==> config.mk <==
export PLATFORM = sky130hd
export DESIGN_NAME = branch_predict_unit
export DESIGN_NICKNAME = d
export VERILOG_FILES = /design/src/rtl/branch_predict_unit.sv
export SDC_FILE = /design/constraint.sdc
export NUM_CORES = 1
export LEC_CHECK = 0
export BUFFER_PORTS_ARGS = -buffer_cell sky130_fd_sc_hd__buf_4
export CAP_MARGIN = 20
export CORE_ASPECT_RATIO = 1.5
export CORE_MARGIN = 5
export CORE_UTILIZATION = 40
export CTS_BUF_LIST = sky130_fd_sc_hd__clkbuf_2
export CTS_CLUSTER_SIZE = 10
export DETAILED_ROUTE_END_ITERATION = 12
export SLEW_MARGIN = 10
export SYNTH_ARGS = -nofsm -noshare
export SYNTH_HDL_FRONTEND = slang
export SYNTH_SLANG_ARGS = --single-unit
==> constraint.sdc <==
create_clock -name clock -period 12.95 [get_ports clock]
set_input_delay 3.885 -clock clock [delete_from_list [all_inputs] [get_ports clock]]
set_output_delay 3.885 -clock clock [all_outputs]
set_load 0.005 [all_outputs]
==> src/rtl/branch_predict_unit.sv <==
// Branch prediction/resolution unit: direct-mapped BTB with 2-bit counters, execute-side
// mispredict detection and table training. Define BP_STATS_EN to enable the stat counters.
module branch_predict_unit #(
   parameter int unsigned PC_W      = 32,
   parameter int unsigned ENTRIES   = 16,
   parameter int unsigned CTR_ALLOC = 2
) (
   input  logic            clock,
   input  logic            reset,
   input  logic [PC_W-1:0] f_pc,
   output logic            f_pred_taken,
   output logic [PC_W-1:0] f_pred_target,
   input  logic            x_valid,
   input  logic [PC_W-1:0] x_pc,
   input  logic            x_uncond,
   input  logic            x_taken,
   input  logic [PC_W-1:0] x_target,
   input  logic            x_pred_taken,
   input  logic [PC_W-1:0] x_pred_target,
   input  logic            stall,
   output logic            mispredict,
   output logic [PC_W-1:0] redirect_pc,
   output logic [31:0]     stat_branches,
   output logic [31:0]     stat_mispredicts
);

   localparam int unsigned IDX_W = $clog2(ENTRIES);
   localparam int unsigned TAG_W = PC_W - IDX_W;

   logic             valid_q  [ENTRIES];
   logic [TAG_W-1:0] tag_q    [ENTRIES];
   logic [PC_W-1:0]  target_q [ENTRIES];
   logic             uncond_q [ENTRIES];
   logic [1:0]       ctr_q    [ENTRIES];

   logic [IDX_W-1:0] f_idx, x_idx;
   logic [TAG_W-1:0] f_tag, x_tag;
   logic             f_hit, x_hit;
   logic             do_update;

   assign f_idx = f_pc[IDX_W-1:0];
   assign f_tag = f_pc[PC_W-1:IDX_W];
   assign x_idx = x_pc[IDX_W-1:0];
   assign x_tag = x_pc[PC_W-1:IDX_W];

   // Fetch lookup reads the registered table, so a same-cycle update is not visible yet.
   assign f_hit         = valid_q[f_idx] && (tag_q[f_idx] == f_tag);
   assign f_pred_taken  = f_hit && (uncond_q[f_idx] || ctr_q[f_idx][1]);
   assign f_pred_target = f_pred_taken ? target_q[f_idx] : f_pc + PC_W'(1);

   assign mispredict  = x_valid && ((x_taken != x_pred_taken) ||
                                    (x_taken && (x_target != x_pred_target)));
   assign redirect_pc = (x_valid && x_taken) ? x_target : x_pc + PC_W'(1);

   assign x_hit     = valid_q[x_idx] && (tag_q[x_idx] == x_tag);
   assign do_update = x_valid && !stall;

   always_ff @(posedge clock) begin
      if (reset) begin
         for (int unsigned i = 0; i < ENTRIES; i++) begin
            valid_q[i] <= 1'b0;
            ctr_q[i]   <= 2'd1;
         end
      end else if (do_update) begin
         if (x_hit) begin
            if (x_taken) begin
               if (ctr_q[x_idx] != 2'd3) ctr_q[x_idx] <= ctr_q[x_idx] + 2'd1;
               target_q[x_idx] <= x_target;
               uncond_q[x_idx] <= x_uncond;
            end else if (ctr_q[x_idx] != 2'd0) begin
               ctr_q[x_idx] <= ctr_q[x_idx] - 2'd1;
            end
         end else if (x_taken) begin
            valid_q[x_idx]  <= 1'b1;
            tag_q[x_idx]    <= x_tag;
            target_q[x_idx] <= x_target;
            uncond_q[x_idx] <= x_uncond;
            ctr_q[x_idx]    <= 2'(CTR_ALLOC);
         end
      end
   end

`ifdef BP_STATS_EN
   logic [31:0] stat_br_q, stat_mp_q;

   always_ff @(posedge clock) begin
      if (reset) begin
         stat_br_q <= '0;
         stat_mp_q <= '0;
      end else if (do_update) begin
         stat_br_q <= stat_br_q + 32'd1;
         if (mispredict) stat_mp_q <= stat_mp_q + 32'd1;
      end
   end

   assign stat_branches    = stat_br_q;
   assign stat_mispredicts = stat_mp_q;
`else
   assign stat_branches    = '0;
   assign stat_mispredicts = '0;
`endif

endmodule

==> summary.md <==
| Metric | Value |
|---|---|
| Status | complete, no violations |
| Post CTS Setup Buffer Count | 0 |
| Power Density | 120 nW/um2 |
| Final instance area | 52,200 um2 |
| Crit-path cells | buf_8, buf_4, mux4_2, mux4_2, xnor2_1, nand4_1, nor4_1, nand3_2, buf_4, mux2_1, buf_4 |
| Tcrit/Tclk final | 0.921 |
| WP data arrival | 8.04 ns |
| Total GRT Usage | 0.232 |
| First-pass GRT wire length | 205,000 um |
| Drt total wl | 146,000 um |
| Clk sink count | 1,024 |
| Least-Margin Pin Slew | 1.16 ns |
| Most used routing layer in global routing | met2 |
| DR vias | 27,200 |
| Combinational Power Share | 0.096 |
| Yosys Warn Count | 0 |
| Endpoints failing setup | 0 |
| TritonRoute pass-1 iters | 6 |
| Worst r2r src | tag_q[15][13] |
| Setup TNS | 0 ns |
| # fillers | 10,200 |
| CTS resizes | 0 |
| CTS root buf | clkbuf_2 |
| Clk slew on worst S/H paths | 0.10 ns |
| CP Class | input port to output port |
| Max VDD drop | 0.0807 mV |
| Max clock buf depth | 3 |
| Max frequency | 0.0839 GHz |
| Worst min path class | flip-flop to flip-flop |
| Largest net degree at the start of global routing | 86 |
| Synthesized instance count | 2,498 |
| Initial drt markers | 2,672 |
| Fraction of registers with async set/reset | 0 |
| Die W | 289 um |
| GRT overflow | 0 |
| M2 GR Usage | 0.393 |
| Leak | 17.0 nW |
| Number of cell rows | 153 |
| Hold path cells | 1 |
| Clk_skew | 0.0790 ns |
| Met1 GRT Util | 0.292 |
| Initial antenna violation count | 17 |
| Tmin final | 11.92 ns |
| CP Launch Type | input port |
| Max_cap viols | 0 |
| DP Area | 50,000 um2 |
| Hold path startpoint | valid_q[12] |
| Total core area | 116,000 um2 |
| Start point of the critical path | f_pc[1] |
| Hold Vio Cnt, Final | 0 |
| Sw Share | 0.261 |
| Area leader, netlist | edfxtp_1 |
| CTS H-Tree Depth | 4 |
| Most frequent CP cell | buf_4 |
| Rel. slew slack | 0.224 |
| Worst R2R Path Depth | 11 |
| CTS tree | done |
| Post-Syn Area per Cell | 18.7 um2 |
| Count leader, synth | edfxtp_1 |
| P_sw | 1.64 mW |
| Nets | 2,975 |
| Netlist cell types | 71 |
| Starting density of the core | 0.403 |
| Largest cells by area after synthesis | edfxtp_1 65%, mux4_2 19%, mux2i_1 1.9% |
| Vias per inst | 5.93 |
| Vias in the first global route | 27,900 |
| CP max FO | 85 |
| Final ANT Viol Nets | 0 |
| Remaining DRCs | 0 |
| Clock Power Share | 0.322 |
| RSZ-0062 raised after global routing | no |
| Final slew viol count | 0 |
| Synth Register Bits | 1,024 |
| Buffers on Ports | 200 |
| Detailed placement HPWL | 93,800 um |
| Worst Setup End Kind | output port |
| Worst skew pair latency | 1.57 ns |
| Part of the power in registers | 0.582 |
| Layout cells sized above 1 | 0.360 |
| Inserted Clock Buffers | 226 |
| Die ar. | 124,000 um2 |
| Area of the mapped netlist | 46,800 um2 |
| Hold Buf Count CTS | 0 |
| Die H | 429 um |
| Wire per inst | 31.9 um |
| Register area share after synthesis | 0.654 |
| Top Ports | 265 |
| Layout area overhead | 11.6% |
| Pint | 4.64 mW |
| Met3 GRT Util | 0.0524 |
| Post-synth top area share | 0.647 |
| EDFF count, synth | 1,008 |
| GPL Wtd Cong | 0.862 |
| Synth top cells by count | 1,008 x edfxtp_1, 389 x mux4_2, 104 x nand2_1 |
| Critical Path Max Stage Delay | 0.75 ns |
| Worst-path cell with the longest stage delay | nor4_1 |
| CP required | 9.06 ns |
| Main synth FF type | edfxtp_1 |
-- logic make-up (layout without fill, tap and decap cells) --
| logic type | after synthesis | after routing | share of synthesized area |
|---|---|---|---|
| AND/OR/NAND/NOR | 393 | 393 | 0.0436 |
| XOR/XNOR | 147 | 147 | 0.0275 |
| adder cells (fa/ha/maj) | 5 | 5 | 0.00134 |
| AO/OA/AOI/OAI | 167 | 167 | 0.0262 |
| flip-flops | 1024 | 1024 | 0.654 |
| buffers and inverters | 241 | 700 | 0.0295 |
| other | 1 | 76 | 0.0000802 |
| multiplexers | 520 | 520 | 0.218 |
-- critical path: cells and delay by family --
| family | cells | cell delay, ns |
|---|---|---|
| buf+inv | 4 | 1.43 |
| mux | 3 | 1.28 |
| simple gates | 3 | 0.99 |
| xor+xnor | 1 | 0.26 |
-- area by class of cell --
type,count,area [um2],area share
Inverter,11,41.3,0.000791
Antenna cell,12,30.0,0.000576
Multi-Input combinational cell,1296,15300,0.293
Clock buffer,323,1620,0.0310
Tap cell,1550,1940,0.0372
Sequential cell,1024,30600,0.586
Clock inverter,90,490,0.00940
Timing Repair Buffer,276,2180,0.0417
-- state kept, by name (all words and copies together) (netlist names) --
register / cells
ctr_q: 32
tag_q: 448
target_q: 512
uncond_q: 16
valid_q: 16
-- stage by stage --
stage / total power [mW] / setup slack (ns) / hold WS (ns) / util / std cells
floorplan: 4.08 / 2.34 / 0.450 / - / 2561
global placement: 4.32 / 1.17 / 0.483 / 0.431 / 4155
CTS: 6.34 / 1.12 / 0.513 / 0.449 / 4569
finish: 6.28 / 1.03 / 0.516 / 0.450 / 4582
global route: 6.55 / 0.990 / 0.539 / 0.450 / 4578
detailed placement: 4.33 / 1.14 / 0.490 / 0.431 / 4156
-- cell usage in the layout, fill, tap and decap left out, types with 6 or more instances in the layout --
cell        count
clkinvlp_4      6
xor2_1         62
or3_1           7
dfxtp_1        16
nor2b_1        10
diode_2        12
nand4_1        34
mux2i_1        90
and3_1         16
o311ai_1        8
mux2_1         29
mux2_2          8
buf_12          6
clkinv_2       17
buf_4         265
and4_1         10
nor2_4         32
a22o_1         22
nand3_1        56
nor4_1         15
edfxtp_1     1008
a21oi_1        13
inv_1          10
nor2_1         46
o311ai_0        8
o211ai_1       13
o21ai_0        42
a22oi_1        24
conb_1         64
nor3_1         23
clkbuf_2      323
nor3_2         10
nand2_1       103
clkinv_1       58
xnor2_1        85
mux4_2        389
-- power by group through the flow --
stage	registers (mW)	clock network [mW]	logic, mW
6_report	3.66	2.03	0.601
5_1_grt	3.66	2.26	0.633
2_1_floorplan	3.73	0	0.346
3_3_place_gp	3.73	0	0.594
3_5_place_dp	3.73	0	0.603
4_1_cts	3.66	2.08	0.604
-- final timing paths --
path	end	slack, ns
worst max-delay path	f_pred_target[3]	1.03
worst min-delay path	valid_q[12]	0.52
worst max register to register	tag_q[9][5]	7.54
worst min register to register	valid_q[12]	0.52
-- per-layer routing --
layer,wire length (um),vias up
met5,51,-
met4,4990,8
met3,12300,260
met2,74900,1508
met1,53800,14300
li1,-,11100
(Power assumes the default switching activity.)
